===== src/rtl/pc_pkg.sv =====
// Shared widths and the next-address select encoding for the PC block.
package pc_pkg;
  localparam int unsigned ADDR_W   = 32;
  localparam logic [31:0] PC_INCR  = 32'd4;
  localparam int unsigned JIDX_W   = 26;
  localparam int unsigned BR_SHIFT = 2;

  typedef enum logic [1:0] {
    SEL_SEQ,
    SEL_BRANCH,
    SEL_JUMP,
    SEL_JUMPR
  } next_sel_e;
endpackage


===== src/rtl/pc_next_unit_if.sv =====
// Control/address bundle between the datapath control and the PC block.
// With PC_MISALIGN_TRAP_EN defined it also carries the misaligned flag.
interface pc_next_unit_if;
  import pc_pkg::*;

  logic [ADDR_W-1:0] jumpSteps;
  logic              selectBranch;
  logic              selectJump;
  logic              selectJumpR;
  logic [ADDR_W-1:0] instruction;
  logic [ADDR_W-1:0] jumpRAddress;
  logic [ADDR_W-1:0] currentAddress;
  logic [ADDR_W-1:0] addressPlus4;
`ifdef PC_MISALIGN_TRAP_EN
  logic              misaligned;

  modport master (
    output jumpSteps, selectBranch, selectJump, selectJumpR, instruction, jumpRAddress,
    input  currentAddress, addressPlus4, misaligned
  );
  modport slave (
    input  jumpSteps, selectBranch, selectJump, selectJumpR, instruction, jumpRAddress,
    output currentAddress, addressPlus4, misaligned
  );
`else
  modport master (
    output jumpSteps, selectBranch, selectJump, selectJumpR, instruction, jumpRAddress,
    input  currentAddress, addressPlus4
  );
  modport slave (
    input  jumpSteps, selectBranch, selectJump, selectJumpR, instruction, jumpRAddress,
    output currentAddress, addressPlus4
  );
`endif
endinterface


===== src/rtl/pc_next_sel.sv =====
// Combinational next-PC logic: PC+4, branch and jump targets, priority select.
module pc_next_sel
  import pc_pkg::*;
(
  input  logic [ADDR_W-1:0] current_address,
  input  logic [ADDR_W-1:0] jump_steps,
  input  logic              select_branch,
  input  logic              select_jump,
  input  logic              select_jump_r,
  input  logic [ADDR_W-1:0] instruction,
  input  logic [ADDR_W-1:0] jump_r_address,
  output logic [ADDR_W-1:0] next_address,
  output logic [ADDR_W-1:0] address_plus4
);
  next_sel_e         sel;
  logic [ADDR_W-1:0] branch_target;
  logic [ADDR_W-1:0] jump_target;

  always_comb begin
    address_plus4 = current_address + PC_INCR;
    branch_target = address_plus4 + (jump_steps << BR_SHIFT);
    jump_target   = {address_plus4[ADDR_W-1:JIDX_W+BR_SHIFT],
                     instruction[JIDX_W-1:0], {BR_SHIFT{1'b0}}};
  end

  always_comb begin
    if (select_jump_r)      sel = SEL_JUMPR;
    else if (select_jump)   sel = SEL_JUMP;
    else if (select_branch) sel = SEL_BRANCH;
    else                    sel = SEL_SEQ;
  end

  always_comb begin
    next_address = address_plus4;
    case (sel)
      SEL_JUMPR:  next_address = jump_r_address;
      SEL_JUMP:   next_address = jump_target;
      SEL_BRANCH: next_address = branch_target;
      default:    next_address = address_plus4;
    endcase
  end
endmodule


===== src/rtl/pc_next_unit.sv =====
// Program counter register for the single-cycle MIPS datapath.
// Optional PC_MISALIGN_TRAP_EN: word-aligns register jumps and flags misalignment.
module pc_next_unit
  import pc_pkg::*;
#(
  parameter logic [ADDR_W-1:0] RESET_ADDR = 32'h0000_0000
) (
  input  logic         clk,
  input  logic         reset,
  pc_next_unit_if.slave pc
);
  logic [ADDR_W-1:0] currentAddress_q;
  logic [ADDR_W-1:0] currentAddress_d;
  logic [ADDR_W-1:0] next_address;
  logic [ADDR_W-1:0] address_plus4;

  pc_next_sel u_next_sel (
    .current_address (currentAddress_q),
    .jump_steps      (pc.jumpSteps),
    .select_branch   (pc.selectBranch),
    .select_jump     (pc.selectJump),
    .select_jump_r   (pc.selectJumpR),
    .instruction     (pc.instruction),
    .jump_r_address  (pc.jumpRAddress),
    .next_address    (next_address),
    .address_plus4   (address_plus4)
  );

`ifdef PC_MISALIGN_TRAP_EN
  logic misaligned_q;
  logic misaligned_d;

  // Register jump wins priority, so clearing the low bits of the muxed result aligns it.
  always_comb begin
    currentAddress_d = next_address;
    misaligned_d     = 1'b0;
    if (pc.selectJumpR && (pc.jumpRAddress[1:0] != 2'b00)) begin
      currentAddress_d = {next_address[ADDR_W-1:2], 2'b00};
      misaligned_d     = 1'b1;
    end
  end

  always_ff @(posedge clk or negedge reset) begin
    if (!reset) misaligned_q <= 1'b0;
    else        misaligned_q <= misaligned_d;
  end

  assign pc.misaligned = misaligned_q;
`else
  always_comb begin
    currentAddress_d = next_address;
  end
`endif

  always_ff @(posedge clk or negedge reset) begin
    if (!reset) currentAddress_q <= RESET_ADDR;
    else        currentAddress_q <= currentAddress_d;
  end

  assign pc.currentAddress = currentAddress_q;
  assign pc.addressPlus4   = address_plus4;
endmodule


===== src/flat_wrapper.sv =====
// flat-port wrapper written by rule: the top's interface ports become plain ports
module pc_next_unit_flat import pc_pkg::*;
#(
  parameter logic [ADDR_W-1:0] RESET_ADDR = 32'h0000_0000
)
  (clk, reset, pc_jumpSteps, pc_selectBranch, pc_selectJump, pc_selectJumpR, pc_instruction, pc_jumpRAddress, pc_currentAddress, pc_addressPlus4);
  pc_next_unit_if pc_i ();
  input  logic clk;
  input  logic reset;
  input wire logic [$bits(pc_i.jumpSteps)-1:0] pc_jumpSteps;
  input wire logic [$bits(pc_i.selectBranch)-1:0] pc_selectBranch;
  input wire logic [$bits(pc_i.selectJump)-1:0] pc_selectJump;
  input wire logic [$bits(pc_i.selectJumpR)-1:0] pc_selectJumpR;
  input wire logic [$bits(pc_i.instruction)-1:0] pc_instruction;
  input wire logic [$bits(pc_i.jumpRAddress)-1:0] pc_jumpRAddress;
  output wire logic [$bits(pc_i.currentAddress)-1:0] pc_currentAddress;
  output wire logic [$bits(pc_i.addressPlus4)-1:0] pc_addressPlus4;
  assign pc_i.jumpSteps = pc_jumpSteps;
  assign pc_i.selectBranch = pc_selectBranch;
  assign pc_i.selectJump = pc_selectJump;
  assign pc_i.selectJumpR = pc_selectJumpR;
  assign pc_i.instruction = pc_instruction;
  assign pc_i.jumpRAddress = pc_jumpRAddress;
  assign pc_currentAddress = pc_i.currentAddress;
  assign pc_addressPlus4 = pc_i.addressPlus4;
  pc_next_unit #(.RESET_ADDR(RESET_ADDR)) u_core (.clk(clk), .reset(reset), .pc(pc_i));
endmodule

===== config.mk =====
export PLATFORM = sky130hd
export DESIGN_NAME = pc_next_unit_flat
export DESIGN_NICKNAME = d
export VERILOG_FILES = /design/src/rtl/pc_pkg.sv /design/src/rtl/pc_next_unit_if.sv /design/src/rtl/pc_next_sel.sv /design/src/rtl/pc_next_unit.sv /design/src/flat_wrapper.sv
export SDC_FILE = /design/constraint.sdc
export NUM_CORES = 1
export LEC_CHECK = 0
export BUFFER_PORTS_ARGS = -buffer_cell sky130_fd_sc_hd__buf_2
export CAP_MARGIN = 15
export CORE_MARGIN = 2
export CORE_UTILIZATION = 44
export DETAILED_ROUTE_END_ITERATION = 8
export PLACE_DENSITY = 0.78
export SLEW_MARGIN = 5
export SYNTH_ARGS = -nofsm -noshare
export SYNTH_HDL_FRONTEND = slang
export SYNTH_SLANG_ARGS = --single-unit

===== constraint.sdc =====
create_clock -name clk -period 3.51 [get_ports clk]
set_input_delay 0.5265 -clock clk [delete_from_list [all_inputs] [get_ports clk]]
set_output_delay 0.5265 -clock clk [all_outputs]
set_load 0.01 [all_outputs]

Yosys cells after proc, flatten, opt, wreduce, memory -nomap -nowiden. Index checks and enable logic that the tools add are counted.

Equal/unequal tests: 3. Muxes and demuxes: 4. Add/sub/neg operators: 2.

Operators by type and width (number): $pmux W32 S3 (1); $add A32 B3 Y32 const B (1); $add A32 B32 Y32 (1); $eq A2 B2 Y1 const B (2); $mux W2 (2); $eq A2 B1 Y1 const B (1); $mux W1 (1).

Logic and storage cells: 10. Output and inout port bits: 64. Flip-flop bits (word level): 32. Input port bits: 101.

Depth between registers and ports, before layout.
Word-level depth: 5. Gate-level depth with buffers: 15. Mapped depth without buffers: 14.

Cells and area by module. From an unflattened synthesis, not the netlist that was laid out.

Cell total of the unflattened synthesis: 488. Area, all modules: 3935.0 µm².

By module, submodules not included: pc_next_sel (area each 3134.3 µm², seq. area each 0.0 µm², instances 1, cells each 456); pc_next_unit (area each 800.8 µm², seq. area each 800.8 µm², instances 1, cells each 32).

Worst setup path before layout. OpenSTA, ideal clock, no wires.

Path kind: register to register. From: reg u_core.currentAddress_q[9] (netlist: u_core.pc.currentAddress[9]). To: reg u_core.currentAddress_q[29] (netlist: u_core.pc.currentAddress[29]). Cell stages (with the launch flop): 15. Data arrival time: 3.708 ns. Library setup time: 0.136 ns. Data required time: 3.374 ns. Setup slack: -0.334 ns. Path buffers: 1. Path through: dfrtp_1 > nand4_1 > nor3_1 > and2_1 > nand2_1 > xnor2_1 > ha_1 > clkbuf_1 > a21oi_1 > o211ai_1 > or4b_1 > a2111o_1 > a21o_1 > a311oi_1 > a21oi_1.

Longest elaborated chain between the ends: 3.

RTL lines: from (decl) (line pc_next_unit.sv:12) `logic [ADDR_W-1:0] currentAddress_q;`; from (signal assigned) (line pc_next_unit.sv:57) `else currentAddress_q <= currentAddress_d;`; $add A32 B3 Y32 (line pc_next_sel.sv:20) `address_plus4 = current_address + PC_INCR;`; named net pc_addressPlus4[20] (line flat_wrapper.sv:17) `output wire logic [$bits(pc_i.addressPlus4)-1:0] pc_addressPlus4;`; $add A32 B32 Y32 (line pc_next_sel.sv:21) `branch_target = address_plus4 + (jump_steps << BR_SHIFT);`; $pmux W32 S3 (line pc_next_sel.sv:35) `case (sel)`; named net u_core.currentAddress_d[29] (line pc_next_unit.sv:13) `logic [ADDR_W-1:0] currentAddress_d;`.

The timed path passes the listed nets, and every way through them passes these cells.

Final worst setup path.
From: reg u_core.currentAddress_q[6] (netlist: u_core.pc.currentAddress[6]). To: reg u_core.currentAddress_q[29] (netlist: u_core.pc.currentAddress[29]).

Longest elaborated chain between the ends: 3.

RTL lines (line): $add A32 B3 Y32 * (pc_next_sel.sv:20); $add A32 B32 Y32 (pc_next_sel.sv:21); $pmux W32 S3 * (pc_next_sel.sv:35); named net u_core.currentAddress_d[29] (pc_next_unit.sv:13).

Mark *: on every way through the listed nets, which the timed path passes. The rest lies on a longest branch.

==> summary.md <==
| Metric | Value |
|---|---|
| Outcome | `complete, but fails checks` |
| Violations in the final reports | `negative setup slack` |
| Max Buffers Root-to-Sink | `2` |
| Die Height | `between 90 and 100 um` |
| Setup tns final | `-0.189 ns` |
| Die outline width | `roughly 94 um` |
| Min-Delay Path Class | `in2async` |
| Initial core utilization | `0.459` |
| Core utilization of the finished layout | `0.721` |
| Max-slew violation count | `0` |
| Total power density per cell area | `approximately 380 nW/um^2` |
| Detailed Route Iter0 Violations | `roughly 360` |
| Reg-to-Reg Start | `u_core.pc.currentAddress[6]` |
| Port-buffer cells | `156` |
| Portion of total power attributed to the clock network | `0.156` |
| Vias in the first global route | `4591` |
| Routed via count divided by cell count | `~6` |
| Maximum number of pins on one net before global-route repair | `44` |
| CTS clock-pin slew for the worst setup and hold paths | `0.08 ns` |
| I/O pin count | `165` |
| Hold violation total from the final report | `0` |
| Clock skew after layout | `between 0.01 and 0.015 ns` |
| Fin worst setup slack | `-0.125 ns` |
| Wire length of the first global-routing pass | `22400 um` |
| Net count after synthesis | `581` |
| Worst Setup End Kind | `flop` |
| Sink count of the clock tree | `32` |
| Type of the setup path with the least slack | `reg2reg` |
| Post-Synthesis Cells | `445` |
| Max_slew headroom | `0.396` |
| EDFF count, synth | `0` |
| Sequential group share of total power | `0.220` |
| Overall routed net length | `15000 um` |
| Avg WL per Cell | `18.9 um` |
| Total congestion overflow | `0` |
| Startpoint types | `flop` |
| Count of nets after finishing | `825` |
| Antenna Nets Post-Route | `0` |
| DRC violations left | `0` |
| Total via count after detailed routing | `between 4000 and 5000` |
| IR drop worst, VDD | `~0.00018 V` |
| Combinational fraction of design power | `0.624` |
| Yosys warning count | `0` |
| Achievable Freq | `0.275 GHz` |
| Post-synthesis area per instance | `8.06 sq um` |
| Register area share after synthesis | `0.223` |
| Insertion delay of the later-clocked pin in the worst-skew pair | `0.30 ns` |
| Standby leakage power | `0.00276 uW` |
| # H-tree levels | `2` |
| Worst EP required | `3.64 ns` |
| GPL Wtd Cong | `0.983` |
| Buffer type at the clock tree root | `clkbuf_8` |
| TritonCTS clock tree | `done` |
| Tmin final | `3.64 ns` |
| Total global-route track usage | `0.325` |
| Core Rows | `32` |
| Number of max-cap violations | `0` |
| First-pass detailed-route iteration total | `6` |
| Part of the cycle the worst path needs | `1.04` |
| Setup Slack @ Placement | `-0.114 ns` |
| Setup repair after global routing missed its margin | `yes` |
| Cell-internal power | `1230 uW` |
| Area after detailed placement | `5180 sq um` |
| Startpoint of the worst setup timing path | `u_core.pc.currentAddress[6]` |
| Initial antenna violation count | `1` |
| Finish-stage setup viols | `2` |
| Share of flip-flops with an asynchronous set or reset | `1.00` |
| Ys flop type | `dfrtp_1` |
| Fin area | `5630 sq um` |
| Max FO, Critical Path | `5` |
| Transition time at the pin with the least slew margin | `approximately 0.90 ns` |
| Cell Area, Synth | `3590 sq um` |
| Number of unique standard cell types used by synthesis | `55` |
| Area overhead of the layout relative to synthesis | `56.9%` |
| Flip-flop count of the largest register, all copies and words added | `32` |
| Clock buffers created by TritonCTS | `5` |
| Full die area | `a little under 9000 sq um` |
| Net switching power of the design | `897 uW` |
| Share of post-route cells with drive strength above 1 | `0.478` |
| Worst endpoint data arrival time | `3.77 ns` |
| Final HPWL DP | `11200 um` |
| Register bit total from synthesis | `32` |
| Placeable core region | `7810 sq um` |
| Sw Ratio | `0.421` |
path summary, 6_finish.rpt:
path	to	slack, ns	cells after the start
worst max-delay path	u_core.pc.currentAddress[29]	-0.13	13
min in group clk	u_core.pc.currentAddress[18]	0.45	3
worst min-delay path	u_core.pc.currentAddress[14]	0.31	1
max in group asynchronous	u_core.pc.currentAddress[2]	2.62	1
worst min register to register	u_core.pc.currentAddress[0]	0.52	1
worst max register to register	u_core.pc.currentAddress[29]	-0.13	13
logic make-up (layout without fill, tap and decap cells):
family | Yosys count | in the layout | synth area share
other cells | 0 | 1 | 0
compound gates | 161 | 161 | 0.304
buf+inv | 28 | 273 | 0.0314
xor+xnor | 48 | 48 | 0.117
mux | 2 | 2 | 0.00558
flops | 32 | 32 | 0.223
simple gates | 139 | 139 | 0.195
fa+ha+maj | 35 | 35 | 0.124
Yosys cell counts (2+ instances only):
library cell,count,area (sq um)
inv_1,10,37.5
nor3_1,9,45.0
xnor2_1,35,307
buf_4,2,15.0
and2_1,5,31.3
nor2_1,33,124
a211oi_1,6,45.0
or3_1,2,12.5
o221ai_1,5,43.8
xor2_1,13,114
nand3b_1,2,15.0
a311oi_1,2,17.5
a21oi_1,43,215
o21ai_0,25,125
o22a_1,4,35.0
a222oi_1,5,50.1
nor2b_1,4,25.0
o2111ai_1,3,26.3
nand3_1,18,90.1
ha_1,34,425
clkbuf_1,13,48.8
a221oi_1,6,52.6
a22oi_1,5,37.5
nand2b_1,6,37.5
buf_1,2,7.51
nand2_1,32,120
o21a_1,8,60.1
a21o_1,17,128
and3_1,7,43.8
and4_1,5,43.8
o211ai_1,7,52.6
a22o_1,3,26.3
nand4_1,11,68.8
o22ai_1,10,62.6
dfrtp_1,32,801
mux2i_1,2,20.0
cell usage in the layout (no fill, tap or decap), types with 5 or more instances in the layout:
master and count:
o221ai_1 5, a22oi_1 5, xnor2_1 23, o21ai_0 24
nand3_1 17, o21a_1 8, a222oi_1 5, a21oi_2 7
inv_1 10, xnor2_2 10, buf_4 96, a21oi_1 36
a211oi_1 5, nor2_1 28, nand2b_1 6, buf_2 156
o211ai_1 7, clkbuf_8 7, nor3_1 7, a21o_1 17
xor2_1 10, ha_1 28, and3_1 6, nand2_1 27
nand4_1 11, dfrtp_1 25, ha_4 5, o22ai_1 10
dfrtp_2 7
stage by stage:
step                      cells  hold WS, ns  power, uW
after floorplan             445        0.231       1160
after global placement      769        0.500       1630
after detailed placement    769        0.509       1670
after CTS                   781        0.327       2030
after global routing        793        0.374       2250
final                       793        0.307       2130
per-layer routing:
layer | track usage | vias to the layer above | part of all wire
li1 | - | 2183 | -
met1 | 0.415 | 2253 | 0.41
met2 | 0.554 | 273 | 0.48
met3 | 0.0433 | 55 | 0.077
met4 | 0.130 | 0 | 0.035
met5 | 0 | - | 0
what timing repair did:
action,CTS,global route
pin swaps,16,31
buffers inserted,5,11
setup endpoints to repair,3,9
gates resized for setup,15,28
hold buffers,0,0
critical path, cell delays in order, from the launching register on:
cell,delay (ns)
dfrtp_1,0.36
and4_4,0.26
and3_4,0.23
nand4_1,0.15
xnor2_2,0.29
ha_4,0.26
and4_4,0.15
nor2b_4,0.12
o211a_1,0.17
or4b_4,0.56
a2111o_1,0.45
a21o_1,0.20
a311oi_2,0.22
a21oi_1,0.06
power by group through the flow:
stage / Clock (uW) / Combinational [uW] / Sequential [uW]
6_report: 332 / 1330 / 469
5_1_grt: 343 / 1430 / 476
4_1_cts: 330 / 1230 / 464
3_5_place_dp: 0 / 1200 / 470
3_3_place_gp: 0 / 1170 / 468
2_1_floorplan: 0 / 651 / 508
layout make-up:
cell class / count / area [sq um]
Antenna cell: 1 / 2.50
Clock buffer: 8 / 100
Fill cell: 648 / 2180
Inverter: 11 / 41.3
Multi-Input combinational cell: 385 / 3020
Sequential cell: 32 / 810
Tap cell: 102 / 128
Timing Repair Buffer: 254 / 1520
Power figures use the tool's default switching activity.
